File: src/rtl/fp_mul_stage_2.sv
// Second FP multiplier stage: resolves the special-case class, forms the biased exponent
// sum and computes the mantissa product with an iterative radix-2 shift-add multiplier.
module fp_mul_stage_2 #(
  parameter int DW   = 16,
  parameter int EXP  = 5,
  parameter int MANT = 10
) (
  input  logic                  clk,
  input  logic                  rst,
  input  logic                  in_valid,
  output logic                  in_ready,
  input  logic                  sign_in,
  input  logic [MANT:0]         mant_a,
  input  logic [MANT:0]         mant_b,
  input  logic [EXP-1:0]        exp_a,
  input  logic [EXP-1:0]        exp_b,
  input  logic [2:0]            spe_case_a,
  input  logic [2:0]            spe_case_b,
  input  logic                  exp_eq_inf_in,
  output logic                  out_valid,
  input  logic                  out_ready,
  output logic                  sign_out,
  output logic [2*MANT+1:0]     mant_prod,
  output logic [EXP+1:0]        exp_sum,
  output logic [2:0]            spe_case_out,
  output logic                  exp_eq_inf_out
);

  localparam int              PW       = 2 * MANT + 2;
  localparam int              CW       = $clog2(MANT + 1);
  localparam logic [EXP+1:0]  BIAS     = (EXP + 2)'(2 ** (EXP - 1) - 1);
  localparam logic [CW-1:0]   CNT_LAST = CW'(MANT);

  localparam logic [2:0] CODE_ZERO = 3'd2;
  localparam logic [2:0] CODE_INF  = 3'd3;
  localparam logic [2:0] CODE_NAN  = 3'd4;

  if (DW < EXP + MANT + 1) begin : g_bad_width
    $error("fp_mul_stage_2: DW too small for EXP and MANT");
  end

  typedef enum logic [1:0] {IDLE, MUL, DONE} state_t;

  state_t          state, state_nxt;
  logic [CW-1:0]   cnt;
  logic [PW-1:0]   acc, acc_nxt, partial;
  logic [MANT:0]   ma_q, mb_q;
  logic [2:0]      code_res;
  logic            accept, last;

  assign in_ready  = (state == IDLE);
  assign out_valid = (state == DONE);
  assign accept    = in_valid && in_ready;
  assign last      = (cnt == CNT_LAST);

  // NaN wins over inf, inf over zero; inf*zero is itself NaN.
  always_comb begin
    // NOTE: every always_comb output gets a default first so no latch is inferred.
    code_res = 3'd0;
    if (spe_case_a == CODE_NAN || spe_case_b == CODE_NAN ||
        (spe_case_a == CODE_INF && spe_case_b == CODE_ZERO) ||
        (spe_case_a == CODE_ZERO && spe_case_b == CODE_INF))
      code_res = CODE_NAN;
    else if (spe_case_a == CODE_INF || spe_case_b == CODE_INF)
      code_res = CODE_INF;
    else if (spe_case_a == CODE_ZERO || spe_case_b == CODE_ZERO)
      code_res = CODE_ZERO;
  end

  always_comb begin
    partial = mb_q[cnt] ? ({{(PW - MANT - 1){1'b0}}, ma_q} << cnt) : '0;
    acc_nxt = acc + partial;
  end

  always_comb begin
    state_nxt = state;
    unique case (state)
      IDLE:    if (in_valid) state_nxt = (code_res == 3'd0) ? MUL : DONE;
      MUL:     if (last) state_nxt = DONE;
      DONE:    if (out_ready) state_nxt = IDLE;
      default: state_nxt = IDLE;
    endcase
  end

  // NOTE: sequential state uses non-blocking assignments so every register samples pre-edge values.
  always_ff @(posedge clk or posedge rst) begin
    if (rst) state <= IDLE;
    else     state <= state_nxt;
  end

  always_ff @(posedge clk or posedge rst) begin
    if (rst) begin
      cnt            <= '0;
      acc            <= '0;
      ma_q           <= '0;
      mb_q           <= '0;
      sign_out       <= 1'b0;
      exp_sum        <= '0;
      spe_case_out   <= 3'd0;
      exp_eq_inf_out <= 1'b0;
      mant_prod      <= '0;
    end else if (accept) begin
      cnt            <= '0;
      acc            <= '0;
      ma_q           <= mant_a;
      mb_q           <= mant_b;
      sign_out       <= sign_in;
      exp_sum        <= {2'b00, exp_a} + {2'b00, exp_b} - BIAS;
      spe_case_out   <= code_res;
      exp_eq_inf_out <= exp_eq_inf_in;
      mant_prod      <= '0;
    end else if (state == MUL) begin
      acc <= acc_nxt;
      if (last) begin
        mant_prod <= acc_nxt;
        cnt       <= '0;
      end else begin
        cnt <= cnt + 1'b1;
      end
    end
  end

endmodule

File: config.mk
export PLATFORM = sky130hd
export DESIGN_NAME = fp_mul_stage_2
export DESIGN_NICKNAME = d
export VERILOG_FILES = /design/src/rtl/fp_mul_stage_2.sv
export SDC_FILE = /design/constraint.sdc
export NUM_CORES = 1
export LEC_CHECK = 0
export CAP_MARGIN = 10
export CORE_ASPECT_RATIO = 1.1
export CORE_MARGIN = 10
export CORE_UTILIZATION = 49
export DETAILED_ROUTE_END_ITERATION = 12
export GPL_TIMING_DRIVEN = 0
export PLACE_DENSITY = 0.79
export SYNTH_ARGS = -nofsm -noshare
export SYNTH_HDL_FRONTEND = slang
export SYNTH_SLANG_ARGS = --single-unit
File: constraint.sdc
create_clock -name clk -period 3.25 [get_ports clk]
set_input_delay 0.325 -clock clk [delete_from_list [all_inputs] [get_ports clk]]
set_output_delay 0.325 -clock clk [all_outputs]
set_load 0.01 [all_outputs]
==> impl_metrics.ini, run 1 <==
[yosys]
synth_seq_area_share_pct = 40.5
synth_top_area_cell = dfrtp_1
synthCells = 605
yosysWarnings = 0
synth_edf_count = 0
synth-seq-cells = 84
async_reset_ff_share_pct = 100
syn_area_mm2 = 0.00520
yosys_most_used_dff = dfrtp_1
syn-mean-instance-area_um2 = 8.59
synthTopCellsByArea = dfrtp_1 40%, nand2_1 12%, ha_1 7.7%
synth_fp_nets = 683
synth_cell_types = 56
synth_top_area_share_pct = 40.5

[critical_path]
required_ps = 3470
rrSetupSlack_ps = -160
critPathKind = flop to flop
path_cells = buf_6 > mux4_2 > mux2i_2 > or2_4 > buf_6 > o22ai_4 > ha_4 > a21oi_4 > a21boi_2 > a311oi_4 > o31ai_4 > a31oi_1 > xor2_1 > buf_4 > o21ai_1
crit_fanout = 5
cpPeakStageDelay_ps = 520
arrival_ps = 3620
cp_top_family = compound AO/OA/AOI/OAI gates
start_kind = flop
crit_buf_inv = 3
crit_slowest_cell = mux4_2
crit_top_cell = buf_6
critPathCaptureType = flop

[routing]
firstDrtPassIters = 4
drt_iter0_markers = 338
ant_nets = 0
wl_mm = 16.6
drcViolationCount = 0
viasPerCell = 5.73
wire_per_inst_um = 18.9
dr_total_vias = 5028

[worst_hold_path]
holdCritPathClass = input port to async pin

[pwr]
irDropWorstVdd_mv = 0.422
p_sw_share_pct = 43.4
p_sw_uw = 2640
power.leakage_uw = 0.00321
p_per_area_mw_per_mm2 = 834
clkPwrFrac_pct = 15.8
p_int_uw = 3440
sequentialPowerShare_pct = 25.7
combPwrFrac_pct = 58.5

[timing]
skew_ps = 7.66
final-max-slew-violation-count = 0
finalSetupViolCount = 21
rsz0062_at_grt = yes
setup_ws_ps = -156
fin_crit_sh_pct = 105
worst_pin_slew_ps = 814
slew_headroom_pct = 45.7
clock.fmax_ghz = 0.294
finalHoldViolCount = 0
fin_crit_ps = 3410

[clock_network]
cts_made_buffers = 9
cts_sinks = 84
cts_tree = done
h-tree-depth = 3
clockBufferDepth = 2
cts-root-buf = clkbuf_16
clock_latency_ps = 350
clk_pin_slew_worst_paths_ps = 70

[layout]
fin_nets = 808
layout_commonest_cell = nand2_1
fin_util_pct = 70.2
fillers = 789
instances_no_fill = 878
multiInputGateArea_mm2 = 0.00342
seq_area_mm2 = 0.00210
diodes = 0
syn_to_final_growth_pct = 40.4
drive_gt1_share_pct = 20.7
layout_common_cells = 159 x nand2_1, 84 x dfrtp_1, 79 x clkdlybuf4s50_1

[place]
place_congestion = 0.964
dp.cells = 828
hpwl_mm = 11.5
io_buffers = 79

[grt]
grt_pass1_wl_mm = 25.5
grt_max_degree = 52
globalRouteTotalUtil_pct = 20.7
grt_pass1_vias = 5089
grt_antenna_before_repair = 0
overflow = 0

[run]
maxCapViolations = 0

[die]
io_pins = 80
core_mm2 = 0.0104
initial_core_util_pct = 50.0
rows = 39
die_y_um = 128
die_area_mm2 = 0.0151
die_w_um = 118

[run_status]
status = complete, but fails checks
failed_checks = negative setup slack
==> worst paths after layout <==
check,from,endpoint,cells past startpoint
min in group clk,mb_q[2],mb_q[2],2
setup reg to reg,cnt[0],acc[15],15
setup / recovery,cnt[0],acc[15],15
hold reg to reg,mb_q[2],mb_q[2],2
hold / removal,rst,exp_sum[0],2
max in group asynchronous,rst,mant_prod[12],3
==> kinds of logic (layout without fill, tap and decap cells) <==
kind of cell	Yosys count	in the layout	synth area share [%]
adders and majority gates	34	34	8.48
buffers and inverters	47	177	3.61
and+or+nand+nor	249	249	20.3
AOI/OAI and AO/OA	150	150	18.6
muxes	18	18	4.77
DFF	84	84	40.5
xor gates and xnor gates	23	23	3.88
==> through the flow <==
stage	setup slack (ps)	power, uW	hold slack [ps]	area [um^2]	setup TNS, ps
2_1_floorplan	11.6	3190	430	5200	0
3_3_place_gp	-490	3960	455	6170	-47420
3_5_place_dp	-575	4040	460	6200	-11600
4_1_cts	-128	5610	369	6960	-961
5_1_grt	-322	6400	406	7290	-5620
6_report	-156	6080	349	7290	-1720
==> area by class of cell <==
class,count,share of cell area [%]
multi-input cells,474,46.8
flip-flops and latches,84,28.8
repair buffers,115,15.1
clock buffers,12,3.38
well taps,143,2.45
plain buffers,29,2.04
inverters,17,0.995
clock inverters,4,0.343
==> Yosys cell counts (all sizes together), types with 6 or more instances <==
cell type	number
inv	15
xor2	12
o21ai	50
a31oi	6
ha	32
buf	9
xnor2	11
dfrtp	84
mux2i	9
a21o	11
nor2b	9
a22o	7
a21oi	40
nand3	18
o22ai	10
clkbuf	21
nand2	163
nor2	34
==> power groups by stage <==
stage	Combinational [uW]	Clock, uW	Sequential [uW]
detailed placement	2480	0	1560
global placement	2410	0	1550
finish	3560	960	1560
global route	3810	998	1600
CTS	3110	953	1550
floorplan	1660	0	1540
==> metal layers <==
layer	track usage (%)	vias up	wire, um
li1	-	2344	-
met1	23.8	2474	6510
met2	36.2	164	8510
met3	3.08	46	974
met4	11.6	0	622
met5	0	-	0
==> what timing repair did <==
action,4_1_cts,5_1_grt
setup endpoints to repair,35,34
cloned,1,0
resized for setup,70,52
hold buffers,0,0
pin swaps,29,39
buffers inserted,23,11
==> worst register-to-register path: stages, from the launching register on <==
cell and delay, ps:
dfrtp_1 390, buf_6 120, mux4_2 520, mux2i_2 190, or2_4 180, buf_6 130, o22ai_4 80, ha_4 280
a21oi_4 170, a21boi_2 90, a311oi_4 370, o31ai_4 160, a31oi_1 220, xor2_1 170, buf_4 150, o21ai_1 60
==> sequential cells by signal, summed over array words and instances (netlist names) <==
name,flops
acc,22
mant_prod,22
ma_q,11
mb_q,11
exp_sum,7
cnt,4
spe_case_out,3
state,2
exp_eq_inf_out,1
sign_out,1
Power figures use the tool's default switching activity.
==> run 2: changes to the inputs <==
--- a/config.mk
+++ b/config.mk
@@ -11,7 +11,7 @@
 export CORE_UTILIZATION = 49
 export DETAILED_ROUTE_END_ITERATION = 12
 export GPL_TIMING_DRIVEN = 0
-export PLACE_DENSITY = 0.79
+export PLACE_DENSITY = 0.77
 export SYNTH_ARGS = -nofsm -noshare
 export SYNTH_HDL_FRONTEND = slang
 export SYNTH_SLANG_ARGS = --single-unit
==> run 2 against run 1 <==
  * Setup slack better by 3.1 ps
  * Count of clock-buffer cells in the layout decreased by 2
  * Combinational power shrank 4%
  * Global-route usage shrank 0.38 points
  * The run still ends with negative setup slack left
  * Highest routed layer unchanged
  * Largest power group unchanged
  * Largest cell class unchanged
  * Wire length decreased by 2.0%
==> impl_metrics.ini, run 2 (synthesized netlist as in run 1, its figures left out) <==
[run_status]
status = complete, but fails checks
failed_checks = negative setup slack

[critical_path]
cp_top_family = compound AO/OA/AOI/OAI gates
arrival_ps = 3610
critPathKind = flop to flop
crit_buf_inv = 3
rr_endpoint = acc[15]
crit_slowest_cell = mux4_2
rrSetupSlack_ps = -150
critPathCaptureType = flop
required_ps = 3450
path_cells = buf_6 > mux4_2 > mux2i_2 > or2_4 > buf_6 > o22ai_4 > ha_4 > a21oi_4 > a21boi_2 > a311oi_4 > o31ai_4 > a31oi_1 > xor2_1 > buf_4 > o21ai_1
crit_top_cell = buf_6
reg2reg_from = cnt[0]
crit_fanout = 5
ff2ff_path_depth = 15
start_kind = flop
cpPeakStageDelay_ps = 530

[layout]
fin_nets = 798
top_regs = acc (22), mant_prod (22)
diodes = 0
fillers = 802
drive_gt1_share_pct = 19.8
layout_common_cells = 158 x nand2_1, 84 x dfrtp_1, 79 x clkdlybuf4s50_1
syn_to_final_growth_pct = 39.1
instances_no_fill = 867
layout_commonest_cell = nand2_1

[routing]
ant_nets = 0
viasPerCell = 5.64
wire_per_inst_um = 18.8
drcViolationCount = 0
wl_mm = 16.3
firstDrtPassIters = 5
dr_total_vias = 4889
drt_iter0_markers = 334

[grt]
overflow = 0
grt_pass1_vias = 5017
globalRouteTotalUtil_pct = 20.3
grt_max_degree = 60
grt_pass1_wl_mm = 25.2
grt_antenna_before_repair = 0

[die]
die_y_um = 128
die_w_um = 118
rows = 39
initial_core_util_pct = 50.0
io_pins = 80
core_mm2 = 0.0104
die_area_mm2 = 0.0151

[place]
hpwl_mm = 11.4
place_congestion = 0.957
io_buffers = 79
dp.cells = 828

[worst_hold_path]
holdCritPathClass = input port to async pin

[pwr]
p_per_area_mw_per_mm2 = 840
total_power_uw = 6070
power.leakage_uw = 0.00321
irDropWorstVdd_mv = 0.444

[clock_network]
cts_made_buffers = 9
cts-root-buf = clkbuf_16
cts_sinks = 84
clockBufferDepth = 2
cts_tree = done
clock_latency_ps = 350
ctsHoldBuffers = 0
clk_pin_slew_worst_paths_ps = 60
h-tree-depth = 3

[timing]
hold_ws_ps = 322
setup_ws_ps = -153
rsz0062_at_grt = yes
finalHoldViolCount = 0
slew_headroom_pct = 49.8
worst_pin_slew_ps = 753
finalSetupViolCount = 21
setup_tns_ps = -1640
final-max-slew-violation-count = 0
skew_ps = 9.75
clock.fmax_ghz = 0.294
fin_crit_sh_pct = 105
fin_crit_ps = 3400

[run]
maxCapViolations = 0
-- run 2: changes by cell type in the layout (fill, tap and decap cells not counted), sizes merged --
cell,delta
buf,-13
bufinv,+2
clkinvlp,-1
inv,+1
clkbuf,+1
clkinv,-1
-- run 2: worst max path at each step --
stage,startpoint,to,cells after the start
after CTS,cnt[0],acc[15],15
after global routing,cnt[0],acc[15],15
final,cnt[0],acc[15],15
after floorplan,cnt[0],acc[19],14
after detailed placement,cnt[0],acc[18],16
after global placement,rst,acc[8],2
-- run 2: metrics by stage --
step	util, %	setup slack, ps	area [um^2]
floorplan	-	11.6	5200
global placement	59.4	-508	6170
detailed placement	59.6	-506	6200
CTS	66.7	-140	6940
global route	69.5	-320	7230
finish	69.5	-153	7230
-- run 2: timing repair --
item                                    CTS  global route
pin swaps                                27            33
buffers inserted                         16             7
gates resized for setup                  67            54
gates cloned                              1             0
endpoints found under the setup margin   34            35
-- run 2: final cells by class --
class                           count  area [um^2]  area share (%)
Multi-Input combinational cell    474         3410            47.2
Sequential cell                    84         2100            29.1
Timing Repair Buffer              104         1010            14.0
Clock buffer                       10          229            3.17
Tap cell                          143          179            2.48
Buffer                             30          151            2.09
Clock inverter                      5         77.6            1.07
Inverter                           17         70.1           0.970
-- run 2: report_power, final --
part	leakage, uW	internal (uW)	switching, uW
Clock	0.000148	666	417
Sequential	0.00111	1330	229
Combinational	0.00195	1490	1930
-- run 2: per-layer routing --
metal  vias to the layer above  GRT usage, %  part of all wire [%]
met5                         -             0                     0
met4                         0          8.08                   3.8
met3                        60          3.88                   5.3
met2                       182          36.2                    50
met1                      2327          23.6                    40
li1                       2320             -                     -
